==> src/rtl/tdm_mux4.sv <==
`default_nettype none
// ============================================================================
// Module   : tdm_mux4
// Purpose  : 4-to-1 time-division multiplexer. Arbitrates four valid/ready
//            source channels onto one registered output stream and tags each
//            beat with its 2-bit source code {out_S1,out_S0} so a downstream
//            1-to-4 demux can route it back.
// Ports    : clk, rst_n (async active-low)
//            Enable            - 0 blocks new grants; a held beat still drains
//            in_data/in_valid  - channel i data at [i*WIDTH +: WIDTH]
//            in_ready          - one-hot (or zero) grant back to the channels
//            out_data/out_S0/out_S1/out_valid - registered output beat
//            out_ready         - downstream accepts the beat
//            busy              - mirrors out_valid
// Config   : TDM_FIXED_PRIORITY_EN defined -> fixed priority, ch0 highest,
//            no round-robin pointer. Undefined (default) -> round-robin.
// Revision : 1.0 - initial release
// ============================================================================
module tdm_mux4 #(
  parameter int WIDTH = 8
) (
  input  logic               clk,
  input  logic               rst_n,
  input  logic               Enable,
  input  logic [4*WIDTH-1:0] in_data,
  input  logic [3:0]         in_valid,
  output logic [3:0]         in_ready,
  output logic [WIDTH-1:0]   out_data,
  output logic               out_S0,
  output logic               out_S1,
  output logic               out_valid,
  input  logic               out_ready,
  output logic               busy
);

  typedef enum logic [0:0] {
    EMPTY = 1'b0,
    FULL  = 1'b1
  } state_e;

  state_e             state_q, state_d;
  logic [WIDTH-1:0]   data_q;
  logic [1:0]         src_q;

  logic               w_load_ok;
  logic [3:0]         w_req;
  logic               w_grant_vld;
  logic [1:0]         w_grant_idx;

`ifndef TDM_FIXED_PRIORITY_EN
  logic [1:0]         rr_ptr_q;
  logic [1:0]         w_idx;
`endif

  // --------------------------------------------------------------------------
  // Grant selection
  // --------------------------------------------------------------------------
  always_comb begin
    w_grant_vld = 1'b0;
    w_grant_idx = 2'd0;
    w_load_ok   = (state_q == EMPTY) | out_ready;
    // Gating with rst_n keeps in_ready low for the whole reset window.
    w_req       = (Enable & w_load_ok & rst_n) ? in_valid : 4'b0000;
`ifdef TDM_FIXED_PRIORITY_EN
    // Scan high-to-low so the lowest-index requester is the last one written.
    for (int i = 3; i >= 0; i--) begin
      if (w_req[i]) begin
        w_grant_vld = 1'b1;
        w_grant_idx = 2'(i);
      end
    end
`else
    w_idx = 2'd0;
    // Search rr_ptr+1 .. rr_ptr+4; the 2-bit add wraps mod 4, so the last
    // step revisits the previous winner, letting a sole requester repeat.
    for (int k = 1; k <= 4; k++) begin
      w_idx = rr_ptr_q + 2'(k);
      if (!w_grant_vld && w_req[w_idx]) begin
        w_grant_vld = 1'b1;
        w_grant_idx = w_idx;
      end
    end
`endif
    in_ready = w_grant_vld ? (4'b0001 << w_grant_idx) : 4'b0000;
  end

  // --------------------------------------------------------------------------
  // Output slot state machine
  // --------------------------------------------------------------------------
  always_comb begin
    state_d = state_q;
    case (state_q)
      EMPTY:   if (w_grant_vld) state_d = FULL;
      FULL:    if (out_ready && !w_grant_vld) state_d = EMPTY;
      default: state_d = EMPTY;
    endcase
  end

  always_ff @(posedge clk or negedge rst_n) begin
    if (!rst_n) begin
      state_q  <= EMPTY;
      data_q   <= '0;
      src_q    <= 2'd0;
`ifndef TDM_FIXED_PRIORITY_EN
      rr_ptr_q <= 2'd3;
`endif
    end else begin
      state_q <= state_d;
      // Data and source code only change on a transfer; a plain drain leaves
      // them holding the last beat.
      if (w_grant_vld) begin
        data_q   <= in_data[w_grant_idx*WIDTH +: WIDTH];
        src_q    <= w_grant_idx;
`ifndef TDM_FIXED_PRIORITY_EN
        rr_ptr_q <= w_grant_idx;
`endif
      end
    end
  end

  assign out_data  = data_q;
  assign out_S0    = src_q[0];
  assign out_S1    = src_q[1];
  assign out_valid = (state_q == FULL);
  assign busy      = out_valid;

endmodule
`default_nettype wire

==> config.mk <==
export PLATFORM = sky130hd
export DESIGN_NAME = tdm_mux4
export DESIGN_NICKNAME = d
export VERILOG_FILES = /design/src/rtl/tdm_mux4.sv
export SDC_FILE = /design/constraint.sdc
export NUM_CORES = 1
export LEC_CHECK = 0
export ABC_AREA = 1
export BUFFER_PORTS_ARGS = -buffer_cell sky130_fd_sc_hd__buf_2
export CAP_MARGIN = 25
export CORE_MARGIN = 5
export CORE_UTILIZATION = 49
export CTS_CLUSTER_SIZE = 20
export DETAILED_ROUTE_END_ITERATION = 6
export GPL_ROUTABILITY_DRIVEN = 0
export PLACE_DENSITY = 0.77
export SYNTH_ARGS = -nofsm -noshare
export SYNTH_HDL_FRONTEND = slang
export SYNTH_SLANG_ARGS = --single-unit
==> constraint.sdc <==
create_clock -name clk -period 2.6 [get_ports clk]
set_input_delay 0.13 -clock clk [delete_from_list [all_inputs] [get_ports clk]]
set_output_delay 0.13 -clock clk [all_outputs]
set_load 0.01 [all_outputs]
After elaboration in Yosys (flattened, before gate mapping) --
Index checks and enable logic that the tools add are counted.
Word-level totals: flip-flop bits (word level) 13, bits in latches 0, memory bits (writable) 0, bits in read-only memories 0, input bits 40, output and inout bits 16, logic and storage cells 46, memories 0
Cells by class: add/sub/neg operators 3, multipliers 0, divide/modulo/power cells 0, $lt $le $gt $ge 4, eq/ne operators 0, shifts and indexed selects 2, mux-type cells 21, bitwise operators 4, reductions and logical operators 8
Operator list (number):
- $shiftx 32x6->8 | 1
- $lt 2x3->1 const B | 4
- $mux 1 | 10
- $bmux 1 s2 | 4
- $mux 2 | 4
- $mux 4 | 2
- $add 2x2->2 const B | 2
- $logic_and 1x1->1 | 4
- $logic_not 1->1 | 4
- $shl 1x2->4 const A | 1
- $add 2x1->2 const B | 1
- $and 1x1->1 | 2
- $pmux 1 s2 | 1
- $not 1->1 | 1
- $or 1x1->1 | 1

Longest topological paths before layout --
depth in word-level cells 21, mapped depth 17, depth with buffers taken out 15

Least setup slack after synthesis --
Ideal clock, no wire load.
path type register to output, start register rr_ptr_q[0], end output in_ready[0], arrival time 1.839 ns, data required time 2.470 ns, slack 0.631 ns, stages on the path, launching flop included 11, path buffers 2, cells stage by stage dfstp_2 -> buf_6 -> inv_2 -> nand4_1 -> nand3_1 -> nand2_2 -> nand3_2 -> nand3_4 -> nand2_4 -> buf_6 -> nor3_1
Between the ends: longest elaborated chain between the ends 15, elaborated cells between the ends (all ways) 27, those cells by class add/sub: 3; shift: 1; mux: 17; reduce/logical: 6
Ends and longest elaborated chain:
- start, declared | line 51 | logic [1:0] rr_ptr_q;
- start signal, assigned | line 115 | rr_ptr_q <= w_grant_idx;
- $add 2x1->2 | line 77 | w_idx = rr_ptr_q + 2'(k);
- $bmux 1 s2 | line 78 | if (!w_grant_vld && w_req[w_idx]) begin
- $mux 1 (not written as such) | line 78
- $mux 1 | line 78
- $logic_not 1->1 | line 78
- $logic_and 1x1->1 | line 78
- $mux 1 | line 78
- $logic_not 1->1 | line 78
- $logic_and 1x1->1 | line 78
- $mux 1 | line 78
- $logic_not 1->1 | line 78
- $logic_and 1x1->1 | line 78
- $mux 2 | line 78
- $shl 1x2->4 | line 84 | in_ready = w_grant_vld ? (4'b0001 << w_grant_idx) : 4'b0000;
- $mux 4 (*) | line 84
- end, declared | line 27 | output logic [3:0] in_ready,
Every way passes the cells marked *; elsewhere a longest branch is shown, timed or not. The select of a mux whose other input is x is not followed.

Worst setup path in the final report --
Same ends and word-level chain as after synthesis.

==> flow_summary.html <==
<table>
<tr><th>Metric</th><th>Value</th></tr>
<tr><th colspan="2">Outcome</th></tr>
<tr><td>Result of the run</td><td>finished clean</td></tr>
<tr><th colspan="2">Run</th></tr>
<tr><td>Count of max-cap constraint violations</td><td>0</td></tr>
<tr><th colspan="2">Setup path</th></tr>
<tr><td>Buffers plus inverters on the worst setup path</td><td>1</td></tr>
<tr><td>Critical Setup Path Class</td><td>reg -&gt; out</td></tr>
<tr><td>Critical Path End Type</td><td>output port</td></tr>
<tr><td>Standard cell with the maximum stage delay on the critical path</td><td>sky130_fd_sc_hd__dfstp_2</td></tr>
<tr><td>List of cells traversed by the critical path</td><td>xor2_2 -&gt; nand3_1 -&gt; nand2_2 -&gt; nand3_2 -&gt; nand3_4 -&gt; nand2_8 -&gt; nor3_1 -&gt; buf_2</td></tr>
<tr><td>Flop-to-flop setup slack</td><td>0.28 ns</td></tr>
<tr><td>Worst Setup Start Kind</td><td>register</td></tr>
<tr><td>Worst flop-to-flop path startpoint</td><td>rr_ptr_q[0]</td></tr>
<tr><td>Largest fanout on the critical path</td><td>10</td></tr>
<tr><td>Longest individual stage delay on the worst path</td><td>approximately 0.66 ns</td></tr>
<tr><td>Critical Path Source</td><td>rr_ptr_q[0]</td></tr>
<tr><td>Required time at the worst-slack endpoint</td><td>roughly 2.5 ns</td></tr>
<tr><td>Largest delay share family, worst path</td><td>simple AND/OR/NAND/NOR gates</td></tr>
<tr><td>Capture instance of the worst register-to-register path</td><td>out_data[0]</td></tr>
<tr><td>Worst Reg-to-Reg Cells</td><td>13</td></tr>
<tr><td>Arrival time worst endpoint</td><td>2.25 ns</td></tr>
<tr><th colspan="2">STA</th></tr>
<tr><td>Final-report setup violation count</td><td>0</td></tr>
<tr><td>Timing-limited maximum frequency</td><td>0.421 GHz</td></tr>
<tr><td>Worst-case clock skew</td><td>0.00378 ns</td></tr>
<tr><td>RSZ-0062 raised after global routing</td><td>false</td></tr>
<tr><td>Part of the cycle the worst path needs</td><td>0.914</td></tr>
<tr><td>Final hold violations</td><td>0</td></tr>
<tr><td>Number of pins with negative max-slew slack in the final report</td><td>0</td></tr>
<tr><td>Worst rel slew slack</td><td>0.796</td></tr>
<tr><td>Least-Margin Pin Slew</td><td>0.304 ns</td></tr>
<tr><td>Total negative setup slack</td><td>0 ns</td></tr>
<tr><td>Worst hold margin</td><td>0.264 ns</td></tr>
<tr><td>Tmin final</td><td>between 2 and 2.5 ns</td></tr>
<tr><th colspan="2">Yosys</th></tr>
<tr><td>Arithmetic-cell share of the synthesized area counting full adders, half adders and majority gates</td><td>0</td></tr>
<tr><td>Share of the yosys chip area belonging to registers</td><td>0.236</td></tr>
<tr><td>Seq cells post-synth</td><td>13</td></tr>
<tr><td>Simple-gate portion of the synthesized area</td><td>0.566</td></tr>
<tr><td>Share of Yosys cell area claimed by the top area cell type</td><td>0.198</td></tr>
<tr><td>Mux share of post-synthesis cell area</td><td>0</td></tr>
<tr><td>Predominant post-synthesis flop cell</td><td>sky130_fd_sc_hd__dfrtp_1</td></tr>
<tr><td>Largest family of logic cells by synthesized area</td><td>simple AND/OR/NAND/NOR gates</td></tr>
<tr><td>Area of the mapped netlist</td><td>1390 µm²</td></tr>
<tr><td>Synthesized netlist cell count</td><td>206</td></tr>
<tr><td>Number of nets produced by synthesis</td><td>246</td></tr>
<tr><td>Number of distinct standard cells referenced by the synthesized netlist</td><td>28</td></tr>
<tr><td>Number of enable-type register cells in the synthesized netlist</td><td>0</td></tr>
<tr><td>Synthesized-area fraction occupied by ao, oa, aoi and oai cells</td><td>0.0261</td></tr>
<tr><td>Post-synthesis xor/xnor area fraction</td><td>0.0117</td></tr>
<tr><td>Synth warnings</td><td>0</td></tr>
<tr><td>Top cell type by total area after synthesis</td><td>sky130_fd_sc_hd__dfrtp_1</td></tr>
<tr><td>Biggest area contributors in the synthesized netlist</td><td>sky130_fd_sc_hd__dfrtp_1 (20%), sky130_fd_sc_hd__nand2_1 (17%), sky130_fd_sc_hd__nand3_1 (11%), sky130_fd_sc_hd__inv_1 (8.1%), sky130_fd_sc_hd__nand3_2 (7.9%)</td></tr>
<tr><td>Async set-or-reset flop fraction in the synthesized netlist</td><td>1.00</td></tr>
<tr><td>Average footprint of a synthesized cell</td><td>6.74 µm²</td></tr>
<tr><th colspan="2">Global route</th></tr>
<tr><td>Initial antenna violation count</td><td>0</td></tr>
<tr><td>Global-route wire length before repair</td><td>between 5000 and 6000 µm</td></tr>
<tr><td>Aggregate global routing overflow</td><td>0</td></tr>
<tr><td>Number of global-route vias before repair</td><td>1,273</td></tr>
<tr><td>Overall Global Routing Usage</td><td>0.162</td></tr>
<tr><td>Maximum number of pins on one net before global-route repair</td><td>21</td></tr>
<tr><th colspan="2">Drt</th></tr>
<tr><td>Via-per-instance ratio</td><td>5.02</td></tr>
<tr><td>Drc violations</td><td>0</td></tr>
<tr><td>First-pass iteration count of the detailed router</td><td>4</td></tr>
<tr><td>Routed WL</td><td>approximately 3600 µm</td></tr>
<tr><td>Iteration-0 DRC count of the detailed router</td><td>71</td></tr>
<tr><td>Remaining number of nets flagged by the antenna check after routing</td><td>0</td></tr>
<tr><td>Routed WL per cell</td><td>about 12 µm</td></tr>
<tr><td>Total via count after detailed routing</td><td>1,516</td></tr>
<tr><th colspan="2">Min path</th></tr>
<tr><td>Worst min path class</td><td>in -&gt; reg</td></tr>
<tr><td>Hold path depth</td><td>7</td></tr>
<tr><td>Hold path startpoint</td><td>in_data[30]</td></tr>
<tr><td>Hold EP</td><td>out_data[6]</td></tr>
<tr><th colspan="2">Cells and area</th></tr>
<tr><td>Post-layout nets</td><td>312</td></tr>
<tr><td>Fraction of final layout cells with drive strength greater than 1</td><td>0.428</td></tr>
<tr><td>Area taken by flip-flops and latches</td><td>328 µm²</td></tr>
<tr><td>Area of the multi-input gates</td><td>roughly 870 µm²</td></tr>
<tr><td>Area of all placed cells without fillers</td><td>1780 µm²</td></tr>
<tr><td>Number of filler instances in the final layout</td><td>258</td></tr>
<tr><td>Post-synthesis to final-layout area growth</td><td>28.2%</td></tr>
<tr><td>Post-layout utilization of the core</td><td>0.651</td></tr>
<tr><td>Antenna Cells</td><td>0</td></tr>
<tr><th colspan="2">Placed design</th></tr>
<tr><td>Placed Instance Area</td><td>1640 µm²</td></tr>
<tr><td>Number of buffers added on ports</td><td>55</td></tr>
<tr><td>Placed wire-length estimate</td><td>around 2700 µm</td></tr>
<tr><th colspan="2">Floorplanning</th></tr>
<tr><td>Floorplan Core Area</td><td>between 2000 and 3000 µm²</td></tr>
<tr><td>Initial core utilization</td><td>0.508</td></tr>
<tr><td>Chip Width</td><td>around 63 µm</td></tr>
<tr><td>Ports placed on the boundary</td><td>56</td></tr>
<tr><td>Total Die Area</td><td>4000 µm²</td></tr>
<tr><td>Row count</td><td>19</td></tr>
<tr><td>Height of the die</td><td>63.2 µm</td></tr>
<tr><th colspan="2">Clocking</th></tr>
<tr><td>Clock root buffer</td><td>sky130_fd_sc_hd__clkbuf_4</td></tr>
<tr><td>Bufs on Longest Clock Path</td><td>2</td></tr>
<tr><td>CTS Sinks</td><td>13</td></tr>
<tr><td>Post-CTS clock slew at the launch and capture registers of the worst setup and hold paths</td><td>0.07 ns</td></tr>
<tr><td>TritonCTS clock tree</td><td>yes</td></tr>
<tr><td>Number of H-tree levels</td><td>1</td></tr>
<tr><td>Clock latency of the later-clocked register in the worst-skew pair</td><td>about 0.27 ns</td></tr>
<tr><td>Number of buffers added by the clock tree synthesis step</td><td>3</td></tr>
</table>
what timing repair did:
item	CTS	global route
hold endpoints to repair	13	0
setup endpoints to repair	2	4
gates resized for setup	1	3
hold buffers	1	0
buffers inserted	0	10
gates cloned	0	1
pin swaps	0	3
through the flow:
stage,std cells,worst slack [ns]
floorplan,206,0.631
global placement,286,0.320
detailed placement,286,0.233
CTS,291,0.00780
global route,302,0.0651
finish,302,0.223
metal layers:
metal / wire length, µm / share of wire / global-route usage
met1: 1630 / 0.46 / 0.222
met2: 1680 / 0.47 / 0.260
met3: 218 / 0.061 / 0.0195
met4: 30 / 0.0084 / 0.0597
met5: 0 / 0 / 0
kinds of logic (layout without fill, tap and decap cells):
logic type,count (synthesis),in the layout
simple gates,142,143
xor+xnor,1,1
buf+inv,44,108
compound gates,6,6
flops,13,13
how the worst max path moves through the flow:
stage             endpoint  slack, ns  depth (start not counted)
2_1_floorplan  in_ready[0]       0.63                         10
3_3_place_gp   out_data[4]       0.32                         12
3_5_place_dp   out_data[7]       0.23                         12
4_1_cts        in_ready[1]      0.008                         10
5_1_grt        in_ready[1]       0.07                         15
6_report       in_ready[0]       0.22                          8
registers in the layout, summed over array words and instances, names as in the netlist:
register / count
out_data: 8
rr_ptr_q: 2
src_q: 2
busy: 1
layout make-up:
cell class,count,share of cell area
Multi-Input combinational cell,150,0.488
Timing Repair Buffer,70,0.219
Sequential cell,13,0.184
Inverter,34,0.0717
Tap cell,31,0.0218
Clock buffer,4,0.0148
cells in the mapped netlist, types with 2 or more instances:
library cell / n
sky130_fd_sc_hd__a21oi_1: 2
sky130_fd_sc_hd__buf_2: 2
sky130_fd_sc_hd__buf_4: 4
sky130_fd_sc_hd__buf_6: 3
sky130_fd_sc_hd__dfrtp_1: 11
sky130_fd_sc_hd__dfstp_2: 2
sky130_fd_sc_hd__inv_1: 30
sky130_fd_sc_hd__inv_2: 4
sky130_fd_sc_hd__nand2_1: 61
sky130_fd_sc_hd__nand2_2: 14
sky130_fd_sc_hd__nand3_1: 31
sky130_fd_sc_hd__nand3_2: 11
sky130_fd_sc_hd__nand3b_1: 8
sky130_fd_sc_hd__nand4_1: 6
sky130_fd_sc_hd__nor2_1: 3
sky130_fd_sc_hd__o21ai_0: 2
worst min-delay path: stages:
cell	delay, ns
sky130_fd_sc_hd__buf_2	0.08
sky130_fd_sc_hd__inv_1	0.03
sky130_fd_sc_hd__nand2_1	0.05
sky130_fd_sc_hd__nand3_1	0.06
sky130_fd_sc_hd__nand2_1	0.06
sky130_fd_sc_hd__nand2_1	0.04
sky130_fd_sc_hd__nand2_1	0.05
cell usage in the layout (no fill, tap or decap), drive strengths merged, types with 2 or more instances in the layout:
| cell type | synthesis | final |
|---|---|---|
| nor2 | 5 | 5 |
| nand4 | 8 | 8 |
| nor3 | 2 | 2 |
| nand3b | 8 | 8 |
| nand2 | 76 | 77 |
| o21ai | 3 | 3 |
| a21oi | 2 | 2 |
| nand3 | 43 | 43 |
| dfstp | 2 | 2 |
| buf | 10 | 69 |
| clkbuf | 0 | 4 |
| inv | 34 | 34 |
| dfrtp | 11 | 11 |
Power is not shown: default switching activity piles up to over one toggle a cycle in this logic, so the estimate is an artifact.
